### src/rtl/i2s_delay_sum_beamformer.sv
// Delay-and-sum beamformer: deserialises NUM_PAIRS stereo I2S inputs, delays each
// channel by a programmable number of frames and emits their floor average.
module i2s_delay_sum_beamformer #(
  parameter int NUM_PAIRS    = 2,
  parameter int SAMPLE_WIDTH = 8,
  parameter int SLOT_BITS    = 16,
  parameter int DEPTH        = 8,
  localparam int NCH         = 2 * NUM_PAIRS,
  localparam int CW          = $clog2(NCH),
  localparam int DW          = $clog2(DEPTH)
) (
  input  logic                    clk,
  input  logic                    rst_n,
  input  logic [NUM_PAIRS-1:0]    sd_in,
  input  logic                    cfg_we,
  input  logic [CW:0]             cfg_ch,
  input  logic [DW-1:0]           cfg_delay,
  input  logic                    cfg_mask,
  output logic                    ws,
  output logic                    sd_out,
  output logic [SAMPLE_WIDTH-1:0] sum_out,
  output logic                    sum_valid
);

  localparam int BCW   = $clog2(2 * SLOT_BITS);
  localparam int ACC_W = SAMPLE_WIDTH + CW;
  localparam logic [1:0] IDLE  = 2'd0;
  localparam logic [1:0] ACCUM = 2'd1;
  localparam logic [1:0] DONE  = 2'd2;
  localparam logic [SAMPLE_WIDTH-1:0] MSB_ONE = {1'b1, {(SAMPLE_WIDTH-1){1'b0}}};

  logic [BCW-1:0]          bc_q, bc_d;
  logic [DW-1:0]           wptr_q, wptr_d;
  logic [1:0]              state_q, state_d;
  logic [CW-1:0]           ch_q, ch_d;
  logic signed [ACC_W-1:0] acc_q, acc_d;
  logic [SAMPLE_WIDTH-1:0] cap_q [NCH];
  logic [SAMPLE_WIDTH-1:0] cap_d [NCH];
  logic [SAMPLE_WIDTH-1:0] mem_q [DEPTH][NCH];
  logic [SAMPLE_WIDTH-1:0] mem_d [DEPTH][NCH];
  logic [DW-1:0]           delay_q [NCH];
  logic [DW-1:0]           delay_d [NCH];
  logic [NCH-1:0]          mask_q, mask_d;
  logic [SAMPLE_WIDTH-1:0] sum_q, sum_d;
  logic [SAMPLE_WIDTH-1:0] out_q, out_d;

  logic [BCW-1:0]          pos;
  logic                    frame_end;
  logic                    in_sample;
  logic [DW-1:0]           rd_addr;
  logic [SAMPLE_WIDTH-1:0] rd_sample;
  logic signed [ACC_W-1:0] addend;
  logic signed [ACC_W-1:0] acc_sum;
  logic [SAMPLE_WIDTH-1:0] bit_sel;

  assign ws        = bc_q >= BCW'(SLOT_BITS);
  assign pos       = ws ? bc_q - BCW'(SLOT_BITS) : bc_q;
  assign frame_end = bc_q == BCW'(2 * SLOT_BITS - 1);
  assign in_sample = (pos >= BCW'(1)) && (pos <= BCW'(SAMPLE_WIDTH));

  // wptr_q has already advanced past the frame just written, hence the extra -1.
  assign rd_addr   = wptr_q - DW'(1) - delay_q[ch_q];
  assign rd_sample = mem_q[rd_addr][ch_q];
  assign addend    = mask_q[ch_q] ? '0
                   : {{CW{rd_sample[SAMPLE_WIDTH-1]}}, rd_sample};
  assign acc_sum   = acc_q + addend;

  // The held word is replayed MSB-first in both slots of the frame.
  assign bit_sel   = MSB_ONE >> (pos - BCW'(1));
  assign sd_out    = in_sample & (|(out_q & bit_sel));
  assign sum_out   = sum_q;
  assign sum_valid = state_q == DONE;

  always_comb begin
    // NOTE: every _d gets its default first, so no path can infer a latch.
    bc_d    = frame_end ? '0 : bc_q + BCW'(1);
    wptr_d  = wptr_q;
    state_d = state_q;
    ch_d    = ch_q;
    acc_d   = acc_q;
    cap_d   = cap_q;
    mem_d   = mem_q;
    delay_d = delay_q;
    mask_d  = mask_q;
    sum_d   = sum_q;
    out_d   = (bc_q == '0) ? sum_q : out_q;

    if (in_sample) begin
      for (int p = 0; p < NUM_PAIRS; p++) begin
        if (ws) cap_d[2*p+1] = {cap_q[2*p+1][SAMPLE_WIDTH-2:0], sd_in[p]};
        else    cap_d[2*p]   = {cap_q[2*p][SAMPLE_WIDTH-2:0], sd_in[p]};
      end
    end

    if (frame_end) begin
      for (int c = 0; c < NCH; c++) mem_d[wptr_q][c] = cap_q[c];
      wptr_d = wptr_q + DW'(1);
    end

    case (state_q)
      IDLE: begin
        if (frame_end) begin
          state_d = ACCUM;
          ch_d    = '0;
          acc_d   = '0;
        end
      end
      ACCUM: begin
        acc_d = acc_sum;
        ch_d  = ch_q + CW'(1);
        if (ch_q == CW'(NCH - 1)) begin
          state_d = DONE;
          // Arithmetic shift by CW then truncation == the top SAMPLE_WIDTH bits.
          sum_d   = acc_sum[ACC_W-1:CW];
        end
      end
      DONE:    state_d = IDLE;
      default: state_d = IDLE;
    endcase

    if (cfg_we && (cfg_ch < (CW+1)'(NCH))) begin
      delay_d[cfg_ch[CW-1:0]] = cfg_delay;
      mask_d[cfg_ch[CW-1:0]]  = cfg_mask;
    end
  end

  always_ff @(posedge clk or negedge rst_n) begin
    if (!rst_n) begin
      bc_q    <= '0;
      wptr_q  <= '0;
      state_q <= IDLE;
      ch_q    <= '0;
      acc_q   <= '0;
      cap_q   <= '{default: '0};
      // NOTE: the delay line is a flop array with reset so stale frames never leak out after reset.
      mem_q   <= '{default: '0};
      delay_q <= '{default: '0};
      mask_q  <= '0;
      sum_q   <= '0;
      out_q   <= '0;
    end else begin
      // NOTE: non-blocking assignments only, so every flop samples pre-edge values.
      bc_q    <= bc_d;
      wptr_q  <= wptr_d;
      state_q <= state_d;
      ch_q    <= ch_d;
      acc_q   <= acc_d;
      cap_q   <= cap_d;
      mem_q   <= mem_d;
      delay_q <= delay_d;
      mask_q  <= mask_d;
      sum_q   <= sum_d;
      out_q   <= out_d;
    end
  end

endmodule

### config.mk
export PLATFORM = sky130hd
export DESIGN_NAME = i2s_delay_sum_beamformer
export DESIGN_NICKNAME = d
export VERILOG_FILES = /design/src/rtl/i2s_delay_sum_beamformer.sv
export SDC_FILE = /design/constraint.sdc
export NUM_CORES = 1
export LEC_CHECK = 0
export CAP_MARGIN = 40
export CORE_AREA = 2 2 170 239
export DETAILED_ROUTE_END_ITERATION = 12
export DIE_AREA = 0 0 172 241
export GPL_TIMING_DRIVEN = 0
export PLACE_DENSITY = 0.58
export RECOVER_POWER = 100
export SYNTH_ARGS = -nofsm -noshare
export SYNTH_HDL_FRONTEND = slang
export SYNTH_SLANG_ARGS = --single-unit
### constraint.sdc
create_clock -name clk -period 5.5 [get_ports clk]
set_clock_uncertainty 0.15 [all_clocks]
set_input_delay 1.1 -clock clk [delete_from_list [all_inputs] [get_ports clk]]
set_output_delay 1.1 -clock clk [all_outputs]
set_load 0.02 [all_outputs]
### Word level (Yosys, flattened, before mapping)

Cells that the tools add are included.

| storage, ports and cells | value |
|---|---|
| flip-flop bits (word level) | 342 |
| output and inout bits | 11 |

| cells by class | value |
|---|---|
| add/subtract/negate cells | 8 |
| $lt $le $gt $ge | 13 |
| equal/unequal tests | 6 |
| shift operators | 1 |
| muxes and demuxes | 39 |
| bitwise logic cells | 7 |
| reduce and logical (&&, ||, !) cells | 14 |

Operators with widths:

| cell | count |
|---|---|
| bitwise mux 256 bit | 4 |
| demux 32 bit (select 3 bit) | 4 |
| binary-select mux 32 bit (select 3 bit) | 1 |
| 2-to-1 mux 32 bit | 3 |
| 2-to-1 mux 24 bit | 1 |
| 2-to-1 mux 8 bit | 3 |
| 2-to-1 mux 10 bit | 2 |
| case mux 10 bit (2 select lines) | 1 |
| binary-select mux 8 bit (select 2 bit) | 1 |
| 2-to-1 mux 16 bit | 1 |
| bitwise mux 12 bit | 1 |
| adder 10 bit | 1 |
| 2-to-1 mux 5 bit | 2 |
| AND reduction 2 bit | 5 |
| 2-to-1 mux 3 bit | 3 |
| bitwise AND 8 bit | 1 |
| greater-or-equal comparator 4 bit (second input constant) | 2 |
| NOT 3 -> 4 bit | 2 |
| case mux 2 bit (2 select lines) | 2 |
| OR reduction 8 bit | 1 |
| right shift 8 x 5 -> 8 bit (first input constant) | 1 |
| binary-select mux 3 bit (select 2 bit) | 1 |
| demux 3 bit (select 2 bit) | 1 |
| greater-or-equal comparator 3 bit (second input constant) | 2 |
| other kinds (31) | 42 |

### Longest topological paths before layout

Gate-level depths: netlist of the first run.

| depth | value |
|---|---|
| depth after elaboration | 15 |
| gate-level depth with buffers | 22 |
| depth with buffers taken out | 19 |

### Worst setup path after synthesis of the first run

Ideal clock, no wire load.

| timing | value |
|---|---|
| path type | reg2reg |
| start | register ch_q[0] |
| end | register acc_q[8] |
| arrival time | 4.691 ns |
| path slack | 0.525 ns |
| stages on the path, launching flop included | 21 |
| clock period less this slack | 4.975 ns |
| cells stage by stage | dfrtp_1 buf_6 mux4_2 inv_1 ha_1 buf_6 buf_2 buf_1 mux4_2 mux2i_1 o22ai_1 or2_1 ha_1 fa_1 a21o_1 a21oi_1 o21bai_1 a21oi_1 o21ba_2 o21a_1 o211ai_1 |

| between the ends | value |
|---|---|
| cells in the longest elaborated chain, start to end | 15 |
| elaborated cells between the ends (all ways) | 17 |

RTL lines:

| what | line | source |
|---|---|---|
| start, declared | 35 | `logic [CW-1:0] ch_q, ch_d;` |
| start signal, assigned | 146 | `ch_q <= ch_d;` |
| NOT 2 -> 3 bit (not written as such) | 62, 63 |  |
| binary-select mux 3 bit (select 2 bit) | 62 | `assign rd_addr = wptr_q - DW'(1) - delay_q[ch_q];` |
| 2-to-1 mux 3 bit (not written as such) (2 in series) | 62 |  |
| subtractor 3 bit | 62 |  |
| NOT 3 -> 4 bit (not written as such) | 63 | `assign rd_sample = mem_q[rd_addr][ch_q];` |
| binary-select mux 32 bit (select 3 bit) | 63 |  |
| 2-to-1 mux 32 bit (not written as such) (2 in series) | 63 |  |
| binary-select mux 8 bit (select 2 bit) | 63 |  |
| 2-to-1 mux 8 bit (not written as such) (2 in series) | 63 |  |
| 2-to-1 mux 10 bit * | 64 | `assign addend = mask_q[ch_q] ? '0` |
| adder 10 bit * | 66 | `assign acc_sum = acc_q + addend;` |
| case mux 10 bit (2 select lines) * | 100 | `case (state_q)` |
| end signal, assigned | 133 | `acc_q <= '0;` |
| end signal, assigned | 147 | `acc_q <= acc_d;` |
| end, declared | 36 | `logic signed [ACC_W-1:0] acc_q, acc_d;` |

Mark *: on every way between the ends. The rest lies on a longest branch, timed or not. The select of a mux whose other input is x is not followed.
A chain may end at the register's enable or synchronous reset.

### Final worst setup path of the first run

Ends and elaborated chain as after synthesis.

==> summary.md, run 1 <==
Final layout
- 3,559 — layout filler cell count
- 41.9% — proportion of layout cells with a drive suffix above 1
- 14.6% — growth of design area from synthesis to finish
- 1,138 — Final #Nets
- 0 — Diodes inserted
- 8560 µm² — register cell area after layout
- 6700 µm² — multi-input gate area in the final layout
- 45.6% — share of the core filled with cells

Run status
- capacitance limit, slew limit — violated checks
- complete, but fails checks — result of the run

Global route
- 9,420 — number of global-route vias before repair
- 0 — Congestion Overflow GR
- 31.6% — global routing usage on met2
- 18.0% — aggregate global-route resource usage
- 56,000 µm — global-route wire length before repair
- 2.51% — met3 Resource Use GR
- 22.4% — met1 demand-to-capacity share in global routing
- 0 — number of antenna violations at the first check in global routing
- met2 — layer carrying the most global-route usage
- 119 — maximum number of pins on one net before global-route repair

Job
- 1 — maxcap violations

Logic synthesis
- 100% — share of synthesized flip-flops with an asynchronous set or reset
- 15.3 µm² — Syn Area/Cell
- 53 — post-synthesis cell type count
- 2.61% — Simple-Gate Fraction of Synth Area
- 1.05% — Post-Synth XOR/XNOR Area
- 0 — number of flops mapped to enable cells by yosys
- 15,600 µm² — Post-Synthesis Cell Area
- 54.9% — portion of the post-synthesis area used by sequential elements
- 1,056 — number of nets in the synthesized netlist
- 54.9% — top cell type's share of synthesized area
- multiplexers — dominant combinational cell family by area after synthesis
- sky130_fd_sc_hd__dfrtp_1 — most used flip-flop cell after synthesis
- 342 — number of storage elements in the synthesis netlist
- 1.86% — post-synthesis share of cell area spent on full adders, half adders and majority gates
- 1,022 — Post-Syn Instances
- 34.3% — post-synthesis mux area share
- 2.68% — post-synthesis compound-gate area fraction
- 0 — number of warnings issued by yosys
- sky130_fd_sc_hd__dfrtp_1, sky130_fd_sc_hd__mux2_2, sky130_fd_sc_hd__mux4_2 — ranking of synthesized cells by area
- sky130_fd_sc_hd__dfrtp_1 — area leader, netlist

Timing
- -176% — headroom to the max-slew limit
- 95.9% — fin crit share
- 78 — Final Max Slew Viols
- no — unrepaired setup endpoints after global routing
- 0.223 ns — setup ws final
- 0 ns — total negative setup slack
- 5.28 ns — time the worst path needs with I/O delays and setup
- 190 MHz — Max Clk Rate
- 4.13 ns — worst slew pin tran
- 0 — final count of hold timing violations
- 0 — Final setup viols
- 0.348 ns — worst hold margin

Clock tree
- 0.53 ns — clock insertion delay at the later pin of the skew report
- 3 — maximum count of clock buffers along a single path
- 35 — CTS buffer count
- 342 — number of sinks handled by clock tree synthesis
- sky130_fd_sc_hd__clkbuf_16 — CTS Root Cell
- 2 — number of H-tree levels
- 0.06 ns — post-CTS clock slew at the launch and capture registers of the worst setup and hold paths
- yes — CTS tree

Placement
- 0.768 — gpl congestion
- -0.647 ns — worst slack at placement
- 24,400 µm — Final HPWL DP
- 22 — Port-buffer cells

Power
- 339 nW/µm² — pwr dens
- 0.00607 W — total power
- 8.31 nW — Leakage Power
- 0.000179 V — maximum vdd drop

Routing
- 0 — DRC viols
- 35,400 µm — sum of routed wire length over all layers
- 21.4 µm — routed length per instance
- 0 — final antenna-violating net count
- 8,710 — count of vias placed by the detailed router
- 5.28 — mean number of vias per cell
- 4 — length of the first detailed-routing pass in iterations
- 447 — number of design-rule violations left by the first detailed-router iteration

Worst setup path
- 5.53 ns — Data arrival, critical path
- 10 — top fanout value on the critical path
- register — sort of element at the start of the critical path
- 5.75 ns — Data required, critical path
- ch_q[0] — startpoint of the lowest-slack register-to-register path
- register — CP endpoint kind
- 0.22 ns — R2R setup slack
- reg -> reg — Crit Path Class
- ch_q[0] — worst setup path start

Die
- 86 — Core Rows
- 39,200 µm² — CORE AREA
- 41,500 µm² — Die Footprint
- 172 µm — die outline width
- 39.8% — Starting Density
- 23 — Top Ports
- 241 µm — y dimension of the die

Worst hold path
- reg -> reg — Hold/Removal Path Class
- acc_q[5] — hold wc startpoint

-- power by group --
group / internal (W) / total, W / switching (W)
combinational: 0.000504 / 0.00110 / 0.000600
sequential: 0.00263 / 0.00270 / 0.0000683
clock: 0.00130 / 0.00226 / 0.000963
-- layout make-up --
cell class	instances	area share, %
Clock buffer	52	5.83
Tap cell	528	3.70
Sequential cell	342	47.9
Timing Repair Buffer	46	2.43
Clock inverter	3	0.105
Multi-Input combinational cell	585	37.5
Buffer	83	2.32
Inverter	11	0.231
-- cells by family (layout without fill, tap and decap cells) --
family / count (synthesis) / count (layout)
mux: 412 / 412
flops: 342 / 342
buf+inv: 95 / 195
simple gates: 74 / 74
compound gates: 62 / 62
fa+ha+maj: 22 / 22
xor+xnor: 15 / 15
-- cells in the mapped netlist, types with 5 or more instances --
cell type                  count
sky130_fd_sc_hd__mux2i_1      32
sky130_fd_sc_hd__inv_1        11
sky130_fd_sc_hd__clkbuf_1     34
sky130_fd_sc_hd__buf_1        35
sky130_fd_sc_hd__buf_2         7
sky130_fd_sc_hd__xor2_1        5
sky130_fd_sc_hd__ha_1         20
sky130_fd_sc_hd__dfrtp_1     342
sky130_fd_sc_hd__o21ai_0      15
sky130_fd_sc_hd__mux2_2      313
sky130_fd_sc_hd__nor2_1        6
sky130_fd_sc_hd__or2_1         7
sky130_fd_sc_hd__a21oi_1       5
sky130_fd_sc_hd__o22ai_1      14
sky130_fd_sc_hd__mux4_2       67
sky130_fd_sc_hd__nand2_1      25
sky130_fd_sc_hd__xnor2_1       8
sky130_fd_sc_hd__buf_4         5
sky130_fd_sc_hd__nand4b_1      5
-- worst max-delay path, stage by stage (launching register included) --
cell and delay, ns:
sky130_fd_sc_hd__dfrtp_1 0.39, sky130_fd_sc_hd__buf_6 0.15, sky130_fd_sc_hd__mux4_2 0.33, sky130_fd_sc_hd__inv_1 0.04, sky130_fd_sc_hd__ha_1 0.18, sky130_fd_sc_hd__fa_2 0.38
sky130_fd_sc_hd__xor2_4 0.21, sky130_fd_sc_hd__xnor2_4 0.23, sky130_fd_sc_hd__buf_4 0.28, sky130_fd_sc_hd__mux4_2 0.35, sky130_fd_sc_hd__mux2i_2 0.24, sky130_fd_sc_hd__o22ai_1 0.16
sky130_fd_sc_hd__or2_1 0.29, sky130_fd_sc_hd__ha_1 0.22, sky130_fd_sc_hd__fa_1 0.42, sky130_fd_sc_hd__a21o_1 0.20, sky130_fd_sc_hd__a21oi_2 0.18, sky130_fd_sc_hd__o21bai_1 0.10
sky130_fd_sc_hd__a21oi_2 0.18, sky130_fd_sc_hd__o21ba_2 0.19, sky130_fd_sc_hd__o21a_1 0.15, sky130_fd_sc_hd__o211ai_1 0.11
-- metal layers --
layer | part of all wire [%] | up-vias
met1 | 42 | 4647
met4 | 3.2 | 0
met3 | 2.7 | 51
met2 | 52 | 98
met5 | 0 | -
li1 | - | 3914
-- repair_timing --
item,CTS,global route
setup endpoints to repair,12,4
hold buffers,0,0
gates resized for setup,17,18
pin swaps,2,2
buffers inserted,1,0
gates cloned,0,0
-- through the flow --
stage	cell area (µm²)	cells
final	17900	1650
after global routing	17900	1650
after CTS	17900	1650
after detailed placement	16800	1595
after global placement	16500	1572
after floorplan	15600	1022
-- layout by cell type (no fill, tap or decap), types with 15 or more instances in the layout --
master	count
sky130_fd_sc_hd__buf_1	32
sky130_fd_sc_hd__clkbuf_1	56
sky130_fd_sc_hd__clkbuf_16	37
sky130_fd_sc_hd__dfrtp_1	342
sky130_fd_sc_hd__ha_1	20
sky130_fd_sc_hd__mux2_2	313
sky130_fd_sc_hd__mux2i_1	26
sky130_fd_sc_hd__mux4_2	67
sky130_fd_sc_hd__nand2_1	25
sky130_fd_sc_hd__o21ai_0	15
-- flip-flops by register name, summed over array words and instances, names as in the netlist, 3 cells and up --
register,cells
acc_q,10
cap_q,32
out_q,8
sum_out,8
bc_q,5
mask_q,4
mem_q,256
wptr_q,3
delay_q,12
-- worst paths after layout --
check,endpoint,cells past startpoint
max,acc_q[8],21
min,acc_q[5],2
max reg2reg,acc_q[8],21
min reg2reg,acc_q[5],2
max in group asynchronous,mem_q[147],1
min in group asynchronous,mem_q[101],1
Power figures use the tool's default switching activity.
==> run 2: changes to the inputs <==
- ABC_AREA: unset -> 0
==> results of run 2 <==
The final DEF is identical to that of run 1; final timing and power are the same.
==> run 3: changes to the inputs <==
- ABC_CLOCK_PERIOD_IN_PS: unset -> 5500
==> results of run 3 <==
The final DEF is identical to that of run 1; final timing and power are the same.
